[config.mk]
export PLATFORM = sky130hd
export DESIGN_NAME = dm_burst_reader
export DESIGN_NICKNAME = d
export VERILOG_FILES = /design/src/rtl/dm_burst_reader.sv
export SDC_FILE = /design/constraint.sdc
export NUM_CORES = 1
export LEC_CHECK = 0
export CAP_MARGIN = 20
export CORE_MARGIN = 5
export CORE_UTILIZATION = 50
export CTS_CLUSTER_DIAMETER = 80
export DETAILED_ROUTE_END_ITERATION = 12
export PLACE_DENSITY_LB_ADDON = 0.05
export SLEW_MARGIN = 20
export SYNTH_ARGS = -nofsm -noshare
export SYNTH_HDL_FRONTEND = slang
export SYNTH_SLANG_ARGS = --single-unit
[constraint.sdc]
create_clock -name clk -period 5 [get_ports clk]
set_input_delay 1 -clock clk [delete_from_list [all_inputs] [get_ports clk]]
set_output_delay 1 -clock clk [all_outputs]
set_load 0.01 [all_outputs]
[src/rtl/dm_burst_reader.sv]
// Burst read initiator for the single-ported data memory: issues consecutive reads
// under FIFO credit and streams the returned words to a valid/ready consumer.
module dm_burst_reader #(
  parameter int ADDR_W     = 13,
  parameter int DATA_W     = 16,
  parameter int FIFO_DEPTH = 4
) (
  input  logic              clk,
  input  logic              rst_n,
  input  logic              cmd_vld,
  output logic              cmd_rdy,
  input  logic [ADDR_W-1:0] cmd_addr,
  input  logic [ADDR_W-1:0] cmd_len,
  input  logic              abort,
  output logic [ADDR_W-1:0] dm_addr,
  output logic              dm_re,
  output logic              dm_we,
  input  logic [DATA_W-1:0] dm_rd_data,
  output logic [DATA_W-1:0] dout,
  output logic              dout_vld,
  input  logic              dout_rdy,
  output logic              busy,
  output logic              done
);

  localparam int PW = $clog2(FIFO_DEPTH);
  localparam int CW = PW + 1;

  typedef enum logic [1:0] {IDLE, ISSUE, DRAIN} state_t;

  state_t            state, state_nxt;
  logic [ADDR_W-1:0] next_addr;
  logic [ADDR_W-1:0] remaining;
  logic [DATA_W-1:0] mem [FIFO_DEPTH];
  logic [PW-1:0]     wr_ptr, rd_ptr;
  logic [CW-1:0]     count;
  logic [CW:0]       occupancy;
  logic              accept, abort_take, push, pop, credit, issue, drain_done;

  assign cmd_rdy    = (state == IDLE);
  assign busy       = (state != IDLE);
  assign dm_we      = 1'b0;
  assign dout       = mem[rd_ptr];
  assign dout_vld   = (count != '0);
  assign accept     = cmd_vld & cmd_rdy;
  assign abort_take = abort & busy;
  assign pop        = dout_vld & dout_rdy;
  // dm_re marks the read whose data lands in the FIFO at the next edge
  assign push       = dm_re & ~abort_take;
  assign occupancy  = {1'b0, count} + (CW+1)'(dm_re) - (CW+1)'(pop);
  assign credit     = (occupancy < (CW+1)'(FIFO_DEPTH));

  always_ff @(posedge clk or negedge rst_n) begin
    if (!rst_n) state <= IDLE;
    else        state <= state_nxt;
  end

  always_comb begin
    state_nxt  = state;
    issue      = 1'b0;
    drain_done = 1'b0;
    case (state)
      IDLE: begin
        if (accept && (cmd_len != '0)) state_nxt = ISSUE;
      end
      ISSUE: begin
        if (abort_take) begin
          state_nxt = IDLE;
        end else if (credit) begin
          issue = 1'b1;
          if (remaining == ADDR_W'(1)) state_nxt = DRAIN;
        end
      end
      DRAIN: begin
        if (abort_take) begin
          state_nxt = IDLE;
        end else if (!dm_re && ((count - CW'(pop)) == '0)) begin
          state_nxt  = IDLE;
          drain_done = 1'b1;
        end
      end
      default: state_nxt = IDLE;
    endcase
  end

  always_ff @(posedge clk or negedge rst_n) begin
    if (!rst_n) begin
      dm_addr   <= '0;
      dm_re     <= 1'b0;
      next_addr <= '0;
      remaining <= '0;
      done      <= 1'b0;
    end else begin
      done  <= (accept && (cmd_len == '0)) || abort_take || drain_done;
      dm_re <= issue;
      if (accept) begin
        next_addr <= cmd_addr;
        remaining <= cmd_len;
      end else if (issue) begin
        dm_addr   <= next_addr;
        next_addr <= next_addr + ADDR_W'(1);
        remaining <= remaining - ADDR_W'(1);
      end
    end
  end

  always_ff @(posedge clk or negedge rst_n) begin
    if (!rst_n) begin
      for (int unsigned i = 0; i < FIFO_DEPTH; i++) mem[i] <= '0;
      wr_ptr <= '0;
      rd_ptr <= '0;
      count  <= '0;
    end else if (abort_take) begin
      wr_ptr <= '0;
      rd_ptr <= '0;
      count  <= '0;
    end else begin
      if (push) begin
        mem[wr_ptr] <= dm_rd_data;
        wr_ptr      <= wr_ptr + PW'(1);
      end
      if (pop) rd_ptr <= rd_ptr + PW'(1);
      count <= count + CW'(push) - CW'(pop);
    end
  end

endmodule
### After elaboration in Yosys (flattened, before gate mapping)

Index checks and enable logic that the tools add are counted.

* $add $sub $neg: 9
* order comparisons: 4
* equality and inequality tests: 7
* muxes and demuxes: 28
* bitwise gates (word level): 8
* reductions and logical operators: 19

Operators with widths (count)
* $bwmux 64: 1
* $mux 13: 4
* $mux 16: 3
* $bmux 16 s2: 1
* $demux 16 s2: 1
* $mux 2: 10
* $add 13x1->13 const B: 1
* $eq 13x1->1 const B: 1
* $logic_not 13->1: 1
* $reduce_bool 13->1: 1
* $sub 13x1->13 const B: 1
* $ne 3x3->1 const B: 3
* $reduce_bool 2->1: 4
* $ge 3x3->1 const B: 2
* $mux 1: 6
* $not 2->3: 2
* $pmux 2 s3: 1
* $sub 3x1->3: 2
* $add 2x1->2 const B: 2
* $add 3x1->4: 1
* $and 1x1->1: 4
* $logic_and 1x1->1: 4
* $lt 4x3->1 const B: 1
* $reduce_and 2->1: 2
* 14 further kinds: 16

* flip-flop bits (word level): 114
* bits of input ports: 47
* output and inout port bits: 35
* logic and storage cells: 88

### Depth between registers and ports, before layout

* depth after elaboration: 9
* depth in mapped cells: 13
* gate-level depth less buffers: 11

### Least setup slack after synthesis

No wires, ideal clock.

* path type: input to register
* from: input dout_rdy
* to: register next_addr[10]
* library setup time: 0.126 ns
* data arrival time: 2.837 ns
* data required time: 4.874 ns
* path slack: 2.037 ns
* cell stages on the path: 11
* path buffers: 2
* cell sequence: and2_1 -> ha_1 -> inv_1 -> ha_1 -> and3b_1 -> o21ai_0 -> a21o_1 -> buf_6 -> buf_2 -> nor2_1 -> a221o_1

* longest elaborated chain between the ends: 7

RTL lines
* from (decl): RTL line 21 `input logic dout_rdy,`
* $and 1x1->1: RTL line 47 `assign pop = dout_vld & dout_rdy;`
* $sub 4x1->4: RTL line 50 `assign occupancy = {1'b0, count} + (CW+1)'(dm_re) - (CW+1)'(pop);`
* $lt 4x3->1: RTL line 51 `assign credit = (occupancy < (CW+1)'(FIFO_DEPTH));`
* $mux 1: RTL line 69 `end else if (credit) begin`
* $mux 1: RTL line 67 `if (abort_take) begin`
* $mux 1: RTL line 62 `case (state)`
* $reduce_bool 2->1 (no line)
* to (signal assigned): RTL line 97 `next_addr <= cmd_addr;`
* to (signal assigned): RTL line 101 `next_addr <= next_addr + ADDR_W'(1);`
* to (decl): RTL line 32 `logic [ADDR_W-1:0] next_addr;`

No other way between the ends.
A chain may end at the register's enable or synchronous reset.

### Worst setup path after layout

* from: register rd_ptr[0]
* to: output dout[14]

* longest elaborated chain between the ends: 4

RTL lines
* from (decl): RTL line 35 `logic [PW-1:0] wr_ptr, rd_ptr;`
* from (signal assigned): RTL line 122 `if (pop) rd_ptr <= rd_ptr + PW'(1);`
* $not 2->3 (implied by the code): RTL line 43 `assign dout = mem[rd_ptr];`
* $bmux 16 s2: RTL line 43
* $mux 16 (implied by the code) (2 in series): RTL line 43
* to (decl): RTL line 19 `output logic [DATA_W-1:0] dout,`

No other way between the ends. The select of a mux whose other input is x is not followed.

==> flow_metrics.tcl <==
set metrics [dict create \
    p_sw_share_pct 31.3 \
    slew_viol_final 0 \
    clock_path_buffers 2 \
    max_slew_margin_pct 36.1 \
    hold_path.class "flip-flop to flip-flop" \
    final_cell_mix "dfrtp_1, clkdlybuf4s50_1, mux2_2" \
    synth-seq-cells 114 \
    grt_max_degree 49 \
    max_clock_freq_mhz 269 \
    min-delay-start "dm_addr[9]$_DFFE_PN0P_" \
    critPathKind "flip-flop to output port" \
    fin_crit_ps 3720 \
    gp_congestion 0.861 \
    via_count 3975 \
    cts_setup_buffers 0 \
    hold_viol 0 \
    path_max_fanout 14 \
    cts-htree-levels 4 \
    tightest_slew_ps 959 \
    vias_per_cell 5.60 \
    synth-edff-count 0 \
    clk_latency_ps 500 \
    avgSynthCellArea_um2 11.7 \
    synth_top_area_share_pct 51.2 \
    cts_tree "done" \
    drt_wl_total_mm 12.2 \
    yosysWarningCount 0 \
    port_buffers 80 \
    crit_arrival_ps 2720 \
    worstPathRequired_ps 4000 \
    r2r-end "next_addr[10]$_DFFE_PN0P_" \
    r2r_slack_ps 1830 \
    area_delta_synth_final_pct 26.4 \
    fin_skew_ps 8.96 \
    power_switching_w 0.00128 \
    intPower_w 0.00282 \
    whs_path_depth 2 \
    post-route-util_pct 64.7 \
    synth_ff_type "dfrtp_1" \
    startpoint_type "flip-flop" \
    setup_viol 0 \
    reg2reg_depth 11 \
    ys_async_sr_fraction_pct 100 \
    ys_seq_area_share_pct 51.2 \
    synth.area.top_cells "dfrtp_1, mux2_2, mux4_2" \
    pwr_density_cell_mw_per_mm2 582 \
    cts_resized 0 \
    grt_pass1_vias 4226 \
    cp-end-kind "output port" \
    antenna_found_initial 0 \
    cts_root_buf "clkbuf_8" \
    grt_usage_pct 19.7 \
    crit_path_cell_trace "buf_4 > mux4_2 > clkdlybuf4s50_1" \
    synth.distinct_cells 54 \
    post_synth_instance_area_mm2 0.00557 \
    cts_hold_buf 0 \
    die_area_mm2 0.0134 \
    final_antenna_net_count 0 \
    cts-buffers-inserted 17 \
    final_common_cell "dfrtp_1" \
    r2r-start "count[1]$_DFF_PN0_" \
    pwr-share-clk_pct 28.9 \
    dp_hpwl_mm 8.20 \
    antennaDiodeCount 0 \
    grt_pass1_wl_mm 20.6 \
    initial_utilization_pct 51.2 \
    synth_top_area_cell "dfrtp_1" \
    drtPass1Iterations 4 \
    grt_setup_unrepaired "no" \
    wl_per_cell_um 17.1 \
    finalCritPeriodShare_pct 74.4 \
    outcome "completed" \
    crit_cells 3 \
    min_to "dm_addr[9]$_DFFE_PN0P_" \
    slowest_stage "dfrtp_1" \
    ir_drop_uv 305 \
    nets 618 \
    seq_power_share_pct 37.9 \
    cap_violations 0 \
    post-route-drc-count 0 \
    p_comb_share_pct 33.2 \
    die_h_um 116 \
    drtIter0Drc 238 \
    p_leak_nw 3.17 \
    cts_sinks 114 \
    globalRouteOverflowTotal 0 \
    rows 38 \
    cpPeakStageDelay_ps 920 \
    ios 82 \
    finalSetupTns_ps 0 \
    coreArea_mm2 0.0109 \
    synth_fp_nets 537 \
    crit_buf_inv 2 \
    syn_inst 476 \
    drive_gt1_share_pct 21.4 \
    dieWidth_um 116 \
    crit_family "flip-flops" \
    clkTransAtPathRegs_ps 60 \
]
registers in the layout, indices dropped and copies added (netlist names):
signal	count
count	3
dm_addr	13
dm_re	1
done	1
mem	64
next_addr	13
rd_ptr	2
remaining	13
state	2
wr_ptr	2
metal layers:
metal | share of wire (%) | track usage [%] | vias to the layer above
li1 | - | - | 1869
met1 | 44 | 25.1 | 1995
met2 | 51 | 33.7 | 101
met3 | 4.6 | 4.44 | 10
met4 | 0.93 | 6.18 | 0
met5 | 0 | 0 | -
kinds of logic (layout without fill, tap and decap cells):
kind of cell | after synthesis | after routing | share of synthesized area, %
DFF | 114 | 114 | 51.2
muxes | 81 | 81 | 19.6
other | 1 | 1 | 0.0673
xor gates and xnor gates | 6 | 6 | 0.943
and+or+nand+nor | 131 | 131 | 11.2
adders and majority gates | 14 | 14 | 3.28
AOI/OAI and AO/OA | 79 | 79 | 9.63
buffers and inverters | 50 | 144 | 4.11
power groups by stage:
stage          Sequential [W]  Combinational, W  Clock (W)
6_report              0.00156           0.00136    0.00118
5_1_grt               0.00161           0.00151    0.00125
4_1_cts               0.00156           0.00138    0.00120
3_5_place_dp          0.00156           0.00137          0
3_3_place_gp          0.00155           0.00133          0
2_1_floorplan         0.00146          0.000920          0
cell usage after synthesis, types with 3 or more instances:
library cell and n:
dfrtp_1 114, mux2_2 64, nand2_1 55, inv_1 26
nor2_1 24, a21oi_1 18, mux4_2 16, o21ai_0 14
ha_1 13, nand3_1 12, clkbuf_1 11, o21ai_1 10
a221o_1 8, buf_2 7, and2_1 6, or3_1 6
a22oi_1 5, nor3_1 5, nor4_1 5, xnor2_1 5
a32oi_1 4, a211oi_1 3, a21o_1 3, buf_6 3
nand4_1 3, or3b_1 3
final cells by class:
class | count | area, um2
clock buffers | 21 | 449
clock inverters | 11 | 135
fillers | 900 | 3840
inverters | 27 | 104
multi-input cells | 312 | 2490
flip-flops and latches | 114 | 2850
well taps | 140 | 175
repair buffers | 85 | 836
worst register-to-register path, stage by stage, from the launching register on:
cell and delay [ps]:
dfrtp_1 430, or3_1 400, and2_1 230, ha_1 200, inv_1 50, ha_1 210
and3b_1 220, o21ai_0 290, a21o_1 350, buf_4 350, nor2_1 90, a221o_1 260
stage by stage:
| stage | power, W | area [um2] | setup WS [ps] | std cells | hold WS, ps |
|---|---|---|---|---|---|
| 2_1_floorplan | 0.00238 | 5570 | 2040 | 476 | 474 |
| 3_3_place_gp | 0.00288 | 6460 | 1230 | 678 | 467 |
| 3_5_place_dp | 0.00293 | 6460 | 1180 | 678 | 467 |
| 4_1_cts | 0.00414 | 7040 | 1180 | 710 | 485 |
| 5_1_grt | 0.00437 | 7040 | 1070 | 710 | 508 |
| 6_report | 0.00410 | 7040 | 1280 | 710 | 480 |
worst max path at each step:
stage                     startpoint                   endpoint  slack, ps
2_1_floorplan               dout_rdy  next_addr[10]$_DFFE_PN0P_       2040
3_3_place_gp                dout_rdy  next_addr[10]$_DFFE_PN0P_       1230
3_5_place_dp                dout_rdy  next_addr[10]$_DFFE_PN0P_       1180
4_1_cts        rd_ptr[0]$_DFFE_PN0P_                   dout[14]       1180
6_report       rd_ptr[0]$_DFFE_PN0P_                   dout[14]       1280
5_1_grt        rd_ptr[0]$_DFFE_PN0P_                    dout[5]       1070
Power figures use the tool's default switching activity.
==> RTL change 1: new RTL, same settings <==
The 3 states of `state_t` get a one-hot encoding in 3 bits.
--- a/src/rtl/dm_burst_reader.sv
+++ b/src/rtl/dm_burst_reader.sv
@@ -28,3 +28,3 @@
 
-  typedef enum logic [1:0] {IDLE, ISSUE, DRAIN} state_t;
+  typedef enum logic [2:0] {IDLE = 3'b001, ISSUE = 3'b010, DRAIN = 3'b100} state_t;
 
Check against the original RTL: same outputs for any inputs over 4 cycles, from zero or initial values and one cycle with rst_n low; so few cycles prove little.
==> RTL change 1 against the unedited design <==
  * Sequential cell count rose by 1
  * Routed wire length down 0.58%
  * Synthesized area increased by 1.5%
  * Final area up 0.41%
  * Total power decreased by 12%
  * Fmax increased by 5.0%
  * Cell count increased by 0.14%
  * Worst setup slack gained 180 ps
  * Largest cell class unchanged
  * Critical path type is now in -> reg
==> RTL change 1: results <==
metrics = {
    "status": {
        "run_status": "completed",
    },
    "global_route": {
        "grt_max_degree": 80,
        "grt_pass1_vias": 4247,
        "grt_pass1_wl_um": 20600,
        "grtUsageTotal_pct": 19.76,
    },
    "worst_setup_path": {
        "path_max_fanout": 15,
        "cp.arrival_ps": 3840,
        "slowest_delay_ps": 480,
        "cp_slowest_cell": "or4_1",
        "critPathTopFamily": "simple AND/OR/NAND/NOR gates",
        "cp-startpoint": "dout_rdy",
    },
    "clocking": {
        "clock-root-buffer": "clkbuf_16",
        "clk_latency_ps": 410,
    },
    "detailed_routing": {
        "routed_wl_um": 12100,
        "dr.first_iter.drc_count": 251,
        "via_count": 4021,
    },
    "placed_design": {
        "placedCellCount": 681,
        "place_hpwl_um": 8130,
        "placed_area_um2": 6529,
        "gp_congestion": 0.7799,
        "dp_slack_ps": 1007,
    },
    "synthesis": {
        "synth_common_cells": "dfrtp_1, mux2_2, nand2_1",
        "yosysSeqAreaShare_pct": 50.86,
        "ys_top_cells_by_area": "dfrtp_1, mux2_2, mux4_2, nand2_1, ha_1",
        "synth_async_sr_flop_share_pct": 100.0,
        "synth.distinct_cells": 51,
        "postSynthCellCount": 482,
    },
    "pwr": {
        "ir_worst_vdd_mv": 0.3202,
        "power_density_nw_per_um2": 511.7,
        "p_leak_nw": 3.257,
        "p_sw_mw": 1.128,
        "p_clk_share_pct": 30.2,
        "pwr-share-comb_pct": 30.0,
    },
    "timing": {
        "clock_skew_ps": 8.579,
        "worst_pin_slew_ps": 948.6,
    },
    "final_layout": {
        "layout.cells.non_filler": 711,
        "fin_nets": 621,
        "drive_gt1_share_pct": 21.19,
    },
    "worst_hold_path": {
        "min_from": "dm_addr[12]",
    },
}
[RTL change 1: cell count changes in the layout (fill, tap and decap cells not counted), moves of 4 or more]
cell / unedited run / this run
or4_1: 1 / 5
a21oi_1: 18 / 11
o21ai_1: 10 / 0
mux2i_1: 1 / 6
o21ai_0: 14 / 20
inv_1: 26 / 17
nand3_1: 12 / 25
[RTL change 1: final timing paths]
kind,end,slack [ps]
worst max-delay path,next_addr[5],1450
worst min-delay path,dm_addr[12],480
worst max register to register,next_addr[5],1660
worst min register to register,dm_addr[12],480
max in group asynchronous,dm_addr[6],3380
min in group asynchronous,mem[16],620
[RTL change 1: logic make-up (layout without fill, tap and decap cells)]
| group | Yosys count | count (layout) | share of synthesized area [%] |
|---|---|---|---|
| adder cells (fa/ha/maj) | 14 | 14 | 3.227 |
| AO/OA/AOI/OAI | 63 | 63 | 7.781 |
| AND/OR/NAND/NOR | 151 | 151 | 12.86 |
| flip-flops | 115 | 115 | 50.86 |
| multiplexers | 88 | 88 | 20.56 |
| buffers and inverters | 44 | 133 | 3.713 |
| other | 1 | 1 | 0.06625 |
| XOR/XNOR | 6 | 6 | 0.9284 |
[RTL change 1: final cells by class]
| cell class | instances | area (um^2) |
|---|---|---|
| clock inverter | 5 | 25.02 |
| tap | 140 | 175.2 |
| inverter | 18 | 67.56 |
| timing repair buffer | 85 | 839.6 |
| sequential | 115 | 2879 |
| clock buffer | 25 | 515.5 |
| fill | 858 | 3910 |
| multi-input combinational | 323 | 2571 |
[RTL change 1: routing by layer]
layer  vias to the layer above  GRT usage [%]  part of all wire, %
met5                         -              0                    0
met4                         0          6.419                  1.3
met3                        15          6.010                  5.1
met2                       100          32.49                   51
met1                      2001          25.11                   43
li1                       1905              -                    -
==> RTL change 2: new RTL, config.mk and constraints unchanged <==
Without the edit above. Set the parameter `ADDR_W` to 14 (it was 13).
--- a/src/rtl/dm_burst_reader.sv
+++ b/src/rtl/dm_burst_reader.sv
@@ -3,3 +3,3 @@
 module dm_burst_reader #(
-  parameter int ADDR_W     = 13,
+  parameter int ADDR_W     = 14,
   parameter int DATA_W     = 16,
Ports: changed (resized cmd_addr, cmd_len and dm_addr); port bits go from 82 to 85. The function was not compared with the original's and may differ.
==> RTL change 2 against the unedited design <==
  * Worst setup slack better by 320 ps
  * Routed wire length increased by 2.7%
  * Total power is 5.0% higher
  * Critical path depth increased by 8
  * First-iteration DRC count increased by 36%
  * Synthesized area rose by 2.0%
  * Final area up 2.4%
  * Sequential cell count grew 3
==> RTL change 2: results <==
metrics = {
    "placed_design": {
        "gp_congestion": 0.7867,
        "placed_area_um2": 6630,
        "io_buffer_count": 83,
        "place_hpwl_um": 8532,
    },
    "clocking": {
        "clock-root-buffer": "clkbuf_16",
        "clk_latency_ps": 410,
    },
    "detailed_routing": {
        "wire_per_inst_um": 17.28,
        "dr.first_iter.drc_count": 324,
        "drt-pass1-iter-count": 5,
        "via_count": 4104,
    },
    "worst_setup_path": {
        "cp.arrival_ps": 3680,
        "cp_slowest_cell": "buf_4",
        "path_max_fanout": 58,
        "slowest_delay_ps": 450,
        "critPathTopFamily": "buffers and inverters",
    },
    "final_layout": {
        "antennaDiodeCount": 0,
        "drive_gt1_share_pct": 21.03,
        "nFillCells": 912,
        "fin_nets": 630,
    },
    "global_route": {
        "grt_pass1_vias": 4352,
        "grt_pass1_wl_um": 21630,
        "grtUsageTotal_pct": 20.51,
        "grt_max_degree": 59,
    },
    "pwr": {
        "p_leak_nw": 3.261,
        "ir_worst_vdd_mv": 0.3652,
    },
    "status": {
        "run_status": "completed",
    },
    "synthesis": {
        "synth_nets": 548,
        "ys_top_cells_by_area": "dfrtp_1, mux2_2, mux4_2, nand2_1, ha_1",
        "yosysSeqAreaShare_pct": 51.49,
        "synth_common_cells": "dfrtp_1, mux2_2, nand2_1",
    },
    "timing": {
        "clock_skew_ps": 5.824,
        "worst_pin_slew_ps": 859.1,
    },
}
==> RTL change 2: changes by cell type after synthesis, sizes merged, moves of 4 or more <==
| cell | delta |
|---|---|
| and3 | +7 |
| o21ai | +6 |
| nor3 | +9 |
| nor2 | -5 |
| or3b | -4 |
| a21oi | -16 |
| or3 | +4 |
| inv | -6 |
==> RTL change 2: power breakdown <==
group	leakage [nW]	switching [mW]	internal [mW]	total, mW
combinational	1.46	0.608	0.866	1.47
sequential	1.52	0.317	1.31	1.63
clock	0.284	0.410	0.791	1.20
==> RTL change 2: final timing paths <==
| check | startpoint | to | slack [ps] |
|---|---|---|---|
| max | dout_rdy | remaining[3] | 1600 |
| min | dm_addr[13] | dm_addr[13] | 480 |
| max reg2reg | count[1] | remaining[3] | 1830 |
| min reg2reg | dm_addr[13] | dm_addr[13] | 480 |
| max in group asynchronous | rst_n | dm_addr[11] | 3490 |
| min in group asynchronous | rst_n | mem[32] | 490 |
==> RTL change 2: worst register-to-register path: stages, from the launching register on <==
cell	delay [ps]
dfrtp_1	420
or3_1	400
and2_1	230
ha_1	200
inv_1	60
ha_1	230
and4b_1	200
a211oi_2	210
or2_1	160
buf_4	450
o21ai_0	190
a221o_1	310
==> RTL change 2: metrics by stage <==
| stage | cells | setup WS [ps] | util [%] |
|---|---|---|---|
| 6_report | 723 | 1601 | 64.01 |
| 5_1_grt | 723 | 1392 | 64.01 |
| 4_1_cts | 723 | 1267 | 64.00 |
| 3_5_place_dp | 691 | 1193 | 58.82 |
| 3_3_place_gp | 691 | 1252 | 58.82 |
| 2_1_floorplan | 485 | 1949 | - |
==> RTL change 2: cell families (layout without fill, tap and decap cells) <==
family	Yosys count	in the layout	synth area share, %
and+or+nand+nor	145	145	12.61
muxes	81	81	19.19
xor gates and xnor gates	6	6	0.9241
adders and majority gates	14	14	3.212
DFF	117	117	51.49
AOI/OAI and AO/OA	73	73	8.999
other	1	1	0.06594
buffers and inverters	48	143	3.520
==> RTL change 2: final cells by class <==
cell class / instances / area (um^2) / area share (%)
clock inverter: 10 / 130.1 / 1.803
tap: 143 / 178.9 / 2.480
multi-input combinational: 320 / 2564 / 35.53
timing repair buffer: 90 / 880.8 / 12.21
sequential: 117 / 2929 / 40.59
clock buffer: 22 / 454.2 / 6.294
inverter: 21 / 78.83 / 1.092
==> RTL change 2: layer usage <==
metal / share of wire (%) / wire length, um / global-route usage [%]
met2: 50 / 6273 / 33.52
met4: 0.91 / 114 / 5.581
met5: 0 / 0 / 0
met1: 43 / 5412 / 26.81
met3: 5.5 / 693 / 6.166
